--- src/rtl/cram_pkg.sv ---
// Shared definitions for the CRAM loader: command encodings, word geometry
// and FSM state type.
package cram_pkg;

  typedef enum logic [1:0] {
    OP_SET_ADDR   = 2'd0,
    OP_DATA       = 2'd1,
    OP_ABORT      = 2'd2,
    OP_CLR_STATUS = 2'd3
  } cmd_op_e;

  typedef enum logic [1:0] {
    ST_IDLE  = 2'd0,
    ST_ACCUM = 2'd1,
    ST_WRITE = 2'd2
  } state_e;

  localparam int WORD_W          = 84;
  localparam int CRAM_ADDR_W     = 12;
  localparam int CHUNKS_PER_WORD = 4;
  localparam int WCNT_W          = 13;

endpackage

--- src/rtl/cram_loader.sv ---
// Assembles four command-stream chunks into one CRAM word and writes it at an
// auto-incrementing load address, with sticky status for discards and wraps.
module cram_loader
  import cram_pkg::*;
#(
  parameter int ADDR_W  = CRAM_ADDR_W,
  parameter int CHUNK_W = 21
) (
  input  logic                clk,
  input  logic                reset,
  input  logic                cmd_valid,
  output logic                cmd_ready,
  input  logic [1:0]          cmd_op,
  input  logic [CHUNK_W-1:0]  cmd_data,
  output logic [ADDR_W-1:0]   wr_addr,
  output logic [WORD_W-1:0]   wr_data,
  output logic                wr_en,
  output logic                busy,
  output logic [WCNT_W-1:0]   words_written,
  output logic                partial_err,
  output logic                wrap_flag
);

  localparam logic [1:0]        LAST_CHUNK = 2'(CHUNKS_PER_WORD - 1);
  localparam logic [WCNT_W-1:0] WCNT_MAX   = '1;

  state_e              state_q, state_d;
  logic [1:0]          cnt_q;
  logic [ADDR_W-1:0]   addr_q;
  logic [WORD_W-1:0]   data_q;
  logic [WCNT_W-1:0]   wcnt_q;
  logic                perr_q;
  logic                wrap_q;
  logic                fire;
  cmd_op_e             op;

  assign op   = cmd_op_e'(cmd_op);
  assign fire = cmd_valid && cmd_ready;

  always_ff @(posedge clk or posedge reset) begin
    if (reset) state_q <= ST_IDLE;
    else       state_q <= state_d;
  end

  always_comb begin
    state_d   = state_q;
    cmd_ready = 1'b1;
    wr_en     = 1'b0;
    busy      = 1'b1;
    case (state_q)
      ST_IDLE, ST_ACCUM: begin
        busy = (state_q != ST_IDLE);
        if (fire) begin
          case (op)
            OP_DATA:               state_d = (cnt_q == LAST_CHUNK) ? ST_WRITE : ST_ACCUM;
            OP_SET_ADDR, OP_ABORT: state_d = ST_IDLE;
            default:               state_d = state_q;
          endcase
        end
      end
      ST_WRITE: begin
        cmd_ready = 1'b0;
        wr_en     = 1'b1;
        state_d   = ST_IDLE;
      end
      default: state_d = ST_IDLE;
    endcase
  end

  // Chunks shift in from the bottom, so the first chunk ends up in the MSBs.
  always_ff @(posedge clk or posedge reset) begin
    if (reset) begin
      cnt_q  <= '0;
      addr_q <= '0;
      data_q <= '0;
      wcnt_q <= '0;
      perr_q <= 1'b0;
      wrap_q <= 1'b0;
    end else if (state_q == ST_WRITE) begin
      addr_q <= addr_q + 1'b1;
      cnt_q  <= '0;
      if (&addr_q)             wrap_q <= 1'b1;
      if (wcnt_q != WCNT_MAX)  wcnt_q <= wcnt_q + 1'b1;
    end else if (fire) begin
      case (op)
        OP_DATA: begin
          data_q <= {data_q[WORD_W-CHUNK_W-1:0], cmd_data};
          cnt_q  <= cnt_q + 1'b1;
        end
        OP_SET_ADDR: begin
          addr_q <= cmd_data[ADDR_W-1:0];
          cnt_q  <= '0;
          if (state_q == ST_ACCUM) perr_q <= 1'b1;
        end
        OP_ABORT: begin
          cnt_q <= '0;
          if (state_q == ST_ACCUM) perr_q <= 1'b1;
        end
        OP_CLR_STATUS: begin
          perr_q <= 1'b0;
          wrap_q <= 1'b0;
          wcnt_q <= '0;
        end
        default: ;
      endcase
    end
  end

  assign wr_addr       = addr_q;
  assign wr_data       = data_q;
  assign words_written = wcnt_q;
  assign partial_err   = perr_q;
  assign wrap_flag     = wrap_q;

endmodule

--- config.mk ---
export PLATFORM = sky130hd
export DESIGN_NAME = cram_loader
export DESIGN_NICKNAME = d
export VERILOG_FILES = /design/src/rtl/cram_pkg.sv /design/src/rtl/cram_loader.sv
export SDC_FILE = /design/constraint.sdc
export NUM_CORES = 1
export LEC_CHECK = 0
export CELL_PAD_IN_SITES_DETAIL_PLACEMENT = 1
export CELL_PAD_IN_SITES_GLOBAL_PLACEMENT = 1
export CORE_MARGIN = 4
export CORE_UTILIZATION = 38
export DETAILED_ROUTE_END_ITERATION = 10
export PLACE_DENSITY = 0.91
export SYNTH_ARGS = -nofsm -noshare
export SYNTH_HDL_FRONTEND = slang
export SYNTH_SLANG_ARGS = --single-unit
--- constraint.sdc ---
create_clock -name clk -period 4.3 [get_ports clk]
set_input_delay 0.86 -clock clk [delete_from_list [all_inputs] [get_ports clk]]
set_output_delay 0.86 -clock clk [all_outputs]
set_load 0.01 [all_outputs]
Yosys cells after proc, flatten, opt, wreduce, memory -nomap -nowiden --
Index checks and enable logic that the tools add are counted.
Storage, ports and cells: output and inout port bits 114, flip-flop bits (word level) 115, logic and storage cells 65
Operators by class: bitwise logic cells 1, reductions and logical operators 19, equal/unequal tests 12, mux-type cells 23, $add $sub $neg 3
Operators with widths (count):
- 13-bit two-way mux | 4
- 12-bit two-way mux | 3
- 13-bit by 1-bit adder with 13-bit output (second input constant) | 1
- 13-bit != test (second input constant) | 1
- 12-bit by 1-bit adder with 12-bit output (second input constant) | 1
- 12-bit AND reduction | 1
- 2-bit two-way mux | 5
- 2-bit nonzero test | 5
- 3-bit AND reduction | 3
- 2-bit == test (second input constant) | 4
- 1-bit two-way mux | 8
- 2-bit case mux with 2 select lines | 2
- 2-bit by 1-bit != test with 1-bit output (second input constant) | 3
- 2-bit AND reduction | 3
- 2-bit by 1-bit == test with 1-bit output (second input constant) | 2
- 2-bit logical NOT | 2
- 4-bit AND reduction | 1
- 2-bit OR reduction | 2
- 3-bit by 2-bit != test with 1-bit output (second input constant) | 1
- 3-bit nonzero test | 1
- 2-bit by 1-bit adder with 2-bit output (second input constant) | 1
- 2-bit != test (second input constant) | 1
- 1-bit case mux with 2 select lines | 1
- 1-bit logical AND | 1
- 1-bit NOT | 1

Depth between registers and ports, before layout --
Gate-level depths: netlist (run 1).
word-level depth 5, gate-level depth with buffers 7

Worst setup path after synthesis (run 1) --
OpenSTA, ideal clock, no wires.
kind input to register, start input cmd_op[1], end register data_q[73] (netlist: wr_data[73]), stages on the path 6, arrival time 1981 ps, setup time 125 ps, data required time 4175 ps, path slack 2194 ps, path buffers 3, cells stage by stage buf_2 -> nand3b_1 -> nor2_2 -> buf_6 -> buf_6 -> mux2_4
On the way: longest elaborated chain between the ends 2
RTL lines:
- from (decl) | RTL line cram_loader.sv:13 | input logic [1:0] cmd_op,
- 2-bit by 1-bit == test with 1-bit output | RTL line cram_loader.sv:85 | case (op)
- 3-bit AND reduction (no line)
- to (signal assigned) | RTL line cram_loader.sv:87 | data_q <= {data_q[WORD_W-CHUNK_W-1:0], cmd_data};
- to (decl) | RTL line cram_loader.sv:30 | logic [WORD_W-1:0] data_q;
Every way passes these cells. A chain may end at the register's enable or synchronous reset.

Worst setup path in the final report (run 1) --
start register state_q[0], end output wr_en
On the way: longest elaborated chain between the ends 2
RTL lines:
- from (decl) | RTL line cram_loader.sv:27 | state_e state_q, state_d;
- from (signal assigned) | RTL line cram_loader.sv:42 | else state_q <= state_d;
- 2-bit == test | RTL line cram_loader.sv:50 | case (state_q)
- 1-bit two-way mux | RTL line cram_loader.sv:50
- to (decl) | RTL line cram_loader.sv:17 | output logic wr_en,
Every way passes these cells.

==> metrics.txt, run 1 <==
synth unique cells=51; P_int=3.17 mW; # DRC=0; # hold bufs at CTS=0; critical path class=flop to output port; clock sink total=115; max frequency=311 MHz; Final Hold Fails=0; Area growth, synth to finish=42.4%; Worst-Margin Slew=0.889 ns; largest net degree at the start of global routing=73; detailed placement HPWL=between 9000 and 10000 um; Diodes inserted=0; vias in the first global route=3888; crit start category=flop; relative slew slack=between 40% and 50%; Post-Syn Area=4930 sq um; Avg Cell Area, Syn=13.5 sq um; CTS tree=yes; Chip Width=122 um; core area=12700 sq um; Synth Area in Adders=0.761%; Worst path depth=3; detailed-route via count=3562; top fanout value on the critical path=17; post-route antenna net violation count=0; HP Class=flop to flop; Critical Path End Type=output port; Yosys top cell by area=dfrtp_1; post-synthesis net count=a little under 400; reg2reg path depth=5; crit path to=wr_en; worst-path cell chain=nand2b_1, inv_4, clkdlybuf4s50_1; maximum VDD drop=0.304 mV; Worst path max stage delay=~0.60 ns; Final Setup Violations=0; root buffer cell=clkbuf_16; post-synthesis simple-gate area fraction=9.19%; reg2reg start=state_q[0]$_DFFE_PP0P_; Clock Latency Late Sink=roughly 0.41 ns; sw frac=27.7%; CP required=about 3.4 ns; die height=122 um; Iter 0 DRT Violations=200; Flop pwr share=a little under two fifths; MaxCap Viol Count=0; Total Neg Setup Slack=0 ns; number of post-CTS setup repair buffers=0; post-synth top area share=58.4%; Clock Skew=0.00756 ns; Post-synth EDFFs=0; proportion of power drawn by the clock network=32.0%; final wirelength=13300 um; outcome=completed; Pwr Density=approximately 620 nW/um^2; critical path arrival=2.36 ns; routability cong.=about 0.79; RSZ-0062 raised after global routing=false; Synth area leaders=dfrtp_1 (58%), mux2_2 (16%), mux2_4 (3.0%); post-CTS resize count=0; Final Critical Period=3.22 ns; critical path launch point=state_q[0]$_DFFE_PP0P_; mux cell area share after synthesis=19.9%; FF+latch count, synth=115; crit path max-delay cell type=clkdlybuf4s50_1; delay-heaviest family, CP=buffers and inverters; worst setup margin=1.08 ns; Top Ports=140; # H-tree levels=4; CTS clock-pin slew for the worst setup and hold paths=approximately 0.05 ns; Post-Synth XOR/XNOR Area=0.533%; Fill cells=1291; starting density of the core=38.9%; Synth Area in Compound Gates=under 10%; layout cell share with drive strength beyond 1=23.8%; initial antenna violation count=0; vias per cell=5.14; r2r setup slk=1.74 ns; total die area=14900 sq um; max-slew violation count=0; CTS Buf Count=17; deepest clock path buffer count=2; Logic pwr share=slightly below 30%; Setup Slack @ Placement=around 1.3 ns; drt pass-1 iters=4; largest family of logic cells by synthesized area=multiplexers; top cells by count, synth=dfrtp_1 (115), mux2_2 (70), nand2_1 (19), nor2_1 (16), nand3_1 (13); gr ovfl total=0; first-pass GRT wire length=21200 um; NetSw=1.22 mW; IO buf count=139; final period utilization=74.8%; R2R Path End=wr_data[19]$_DFFE_PP0P_; post-synthesis sequential area ratio=roughly three fifths; FFs w/ async S/R, synth=100%; Leak=2.96 nW; Placement Rows=41; Cells after Synth=364; fin nets=538; most common cell in the netlist=dfrtp_1; Worst Path Buf+Inv=2; Primary FF master, synth=dfrtp_1; gr usage total=roughly 19%; DR WL/cell=roughly 19 um; Syn. warnings=0
## worst register-to-register path, delay by kind of cell, from the launching register on
family	cells	cell delay, ns
buffers and inverters	2	0.72
DFF	1	0.45
muxes	1	0.43
and+or+nand+nor	2	0.85
## cell type report
class	count	area, sq um	share of cell area [%]
clock buffer	22	464	6.61
clock inverter	9	130	1.85
inverter	5	23.8	0.339
multi-input combinational	227	1890	26.9
sequential	115	2880	41.0
tap	172	215	3.07
timing repair buffer	143	1420	20.3
## registers in the layout, summed over array words and instances (netlist names)
register,flops
wr_data,84
wrap_flag,1
wr_addr,12
cnt_q,2
partial_err,1
state_q,2
words_written,13
## kinds of logic (layout without fill, tap and decap cells)
| family | Yosys count | after routing |
|---|---|---|
| simple gates | 84 | 84 |
| compound gates | 53 | 53 |
| mux | 84 | 84 |
| xor+xnor | 3 | 3 |
| buf+inv | 22 | 179 |
| flops | 115 | 115 |
| fa+ha+maj | 3 | 3 |
## metrics by stage
| stage | cells | hold WS (ns) | instance area [sq um] | util [%] | power (mW) |
|---|---|---|---|---|---|
| global route | 693 | 0.525 | 7020 | 55.4 | 4.60 |
| finish | 693 | 0.506 | 7020 | 55.4 | 4.39 |
| CTS | 693 | 0.508 | 7020 | 55.4 | 4.45 |
| global placement | 662 | 0.474 | 6420 | 50.7 | 2.92 |
| floorplan | 364 | 0.471 | 4930 | - | 2.16 |
| detailed placement | 662 | 0.493 | 6420 | 50.7 | 3.01 |
## power groups by stage
stage | combinational, mW | clock [mW] | sequential, mW
detailed placement | 1.32 | 0 | 1.69
CTS | 1.33 | 1.44 | 1.68
global placement | 1.26 | 0 | 1.66
floorplan | 0.382 | 0 | 1.78
finish | 1.30 | 1.40 | 1.68
global route | 1.39 | 1.48 | 1.72
## layer usage
layer  vias up  share of wire [%]  global-route usage [%]
li1       1632                  -                       -
met1      1800                 41                    22.1
met2       114                 53                    31.9
met3        16                5.6                    5.34
met4         0                1.1                    6.65
met5         -                  0                       0
## worst min-delay path by stage
stage | from | to | slack (ns) | cells after the start
4_1_cts | wr_data[83]$_DFFE_PP0P_ | wr_data[83]$_DFFE_PP0P_ | 0.51 | 1
3_3_place_gp | wr_data[83]$_DFFE_PP0P_ | wr_data[83]$_DFFE_PP0P_ | 0.47 | 1
5_1_grt | wr_data[79]$_DFFE_PP0P_ | wr_data[79]$_DFFE_PP0P_ | 0.52 | 1
2_1_floorplan | state_q[1]$_DFFE_PP0P_ | state_q[0]$_DFFE_PP0P_ | 0.47 | 1
3_5_place_dp | wr_data[79]$_DFFE_PP0P_ | wr_data[79]$_DFFE_PP0P_ | 0.49 | 1
6_report | wr_data[69]$_DFFE_PP0P_ | wr_data[69]$_DFFE_PP0P_ | 0.51 | 1
## placed cells by master, fill, tap and decap left out, types with 4 or more instances in the layout
cell / n
a211oi_1: 6
a21oi_1: 11
a31oi_1: 6
and3_1: 8
buf_4: 4
clkbuf_16: 17
clkdlybuf4s50_1: 139
dfrtp_1: 115
mux2_1: 4
mux2_2: 70
mux2_4: 10
nand2_1: 19
nand3_1: 13
nand4_1: 4
nor2_1: 16
o21ai_0: 11
No activity file was read; power rests on OpenSTA's default activity.
==> run 2, diff against run 1 <==
CORE_UTILIZATION = 34   (was 38)
PLACE_DENSITY = 0.87   (was 0.91)
clock period = 2.7 ns   (was 4.3 ns; I/O delays follow)
==> run 2 against run 1 <==
Design area up 3.2%. Die area up 11%. First-iteration DRC count up 8.0%. Final cell count increased by 2.7%. Combinational power rose by 61%.
==> metrics.txt, run 2 (synthesized netlist as in run 1, its figures left out) <==
# H-tree levels=4; crit path max-delay cell type=clkdlybuf4s50_1; Total Neg Setup Slack=0 ns; core area=14000 sq um; layout cell share with drive strength beyond 1=25.9%; vias per cell=~5.1; maximum VDD drop=0.445 mV; fin nets=roughly 550; relative slew slack=55.6%; DR WL/cell=19.5 um; starting density of the core=35.1%; HP Class=flop to flop; Worst-Margin Slew=between 0.6 and 0.7 ns; die height=~130 um; max frequency=~420 MHz; deepest clock path buffer count=2; Diodes inserted=0; Final Hold Fails=0; routability cong.=0.799; most frequent cells in the layout=clkdlybuf4s50_1 (139), dfrtp_1 (115), mux2_2 (70), nand2_1 (19), clkbuf_16 (17); root buffer cell=clkbuf_16; vias in the first global route=4082; critical path class=flop to output port; detailed placement HPWL=9900 um; # hold bufs at CTS=0; placed cell area=6550 sq um; CTS Buf Count=17; Pwr Density=1020 nW/um^2; post-route antenna net violation count=0; crit start category=flop; RSZ-0062 raised after global routing=false; commonest non-fill, non-tap cell in the layout=clkdlybuf4s50_1; Final Setup Violations=0; initial antenna violation count=0; Clock Skew=0.00869 ns; final wirelength=13900 um; Clock Latency Late Sink=0.41 ns; first-pass GRT wire length=between 20000 and 25000 um; drt pass-1 iters=4; MaxCap Viol Count=0; Top Ports=140; critical path arrival=1.86 ns; max reg flops=84; CTS tree=yes; post-CTS resize count=0; Iter 0 DRT Violations=between 200 and 250; CP required=~2.2 ns; detailed-route via count=3653; outcome=completed; number of post-CTS setup repair buffers=0; Post-Layout Inst Area=between 7000 and 8000 sq um; gr usage total=17.4%; Chip Width=128 um; IO buf count=139; CTS clock-pin slew for the worst setup and hold paths=0.05 ns; gr ovfl total=0; Tot Pwr=7.38 mW; Final Critical Period=2.40 ns; total die area=16500 sq um; Placement Rows=43; max-slew violation count=0; clock sink total=115; worst-path cell chain=nand2b_1, buf_4, clkdlybuf4s50_1; final period utilization=88.8%; Critical Path End Type=output port; largest net degree at the start of global routing=116; # DRC=0; top fanout value on the critical path=16; Area growth, synth to finish=46.9%; Worst path max stage delay=0.58 ns; Leak=3.06 nW
==> run 2: cell count changes in the layout (fill, tap and decap cells not counted), sizes merged <==
| cell | change |
|---|---|
| clkinv | -3 |
| clkbuf | -2 |
| clkinvlp | +3 |
| bufinv | +3 |
| buf | +10 |
==> run 2: routing by layer <==
layer	vias to the layer above	part of all wire (%)	wire length [um]	global-route usage (%)
met5	-	0	0	0
met4	0	1.2	161	5.37
met3	13	5.9	826	5.23
met2	109	52	7200	29.9
met1	1884	41	5700	20.9
li1	1647	-	-	-
==> run 2: power breakdown <==
part	switching, mW	internal [mW]
Clock	0.794	1.81
Combinational	0.766	1.32
Sequential	0.442	2.24
Total	2.00	5.37
==> run 2: worst max-delay path: cells and delay by family, from the launching register on <==
family	cells	cell delay [ns]
buffers and inverters	2	0.84
flip-flops	1	0.41
AND/OR/NAND/NOR	1	0.20
==> run 2: area by class of cell <==
type | instances | area [sq um]
Sequential cell | 115 | 2880
Clock inverter | 12 | 225
Inverter | 5 | 25.0
Tap cell | 180 | 225
Fill cell | 1405 | 6800
Clock buffer | 20 | 467
Timing Repair Buffer | 153 | 1530
Multi-Input combinational cell | 227 | 1890
==> run 2: stage by stage <==
| step | utilization, % | hold slack, ns | setup WS, ns | std cells |
|---|---|---|---|---|
| finish | 51.6 | 0.499 | 0.303 | 712 |
| global route | 51.6 | 0.513 | 0.203 | 712 |
| CTS | 51.6 | 0.502 | 0.278 | 712 |
| detailed placement | 46.6 | 0.493 | 0.278 | 680 |
| global placement | 46.6 | 0.482 | 0.361 | 680 |
| floorplan | - | 0.471 | 0.761 | 364 |
==> run 2: worst paths after layout <==
kind	start	end	slack (ns)	cells after the start
max reg2reg	words_written[0]$_DFFE_PP0P_	words_written[9]$_DFFE_PP0P_	0.67	5
min	words_written[7]$_DFFE_PP0P_	words_written[7]$_DFFE_PP0P_	0.50	1
max in group asynchronous	reset	wr_data[42]$_DFFE_PP0P_	1.53	3
min in group asynchronous	reset	wr_data[79]$_DFFE_PP0P_	0.64	3
max	state_q[0]$_DFFE_PP0P_	cmd_ready	0.30	3
min reg2reg	words_written[7]$_DFFE_PP0P_	words_written[7]$_DFFE_PP0P_	0.50	1
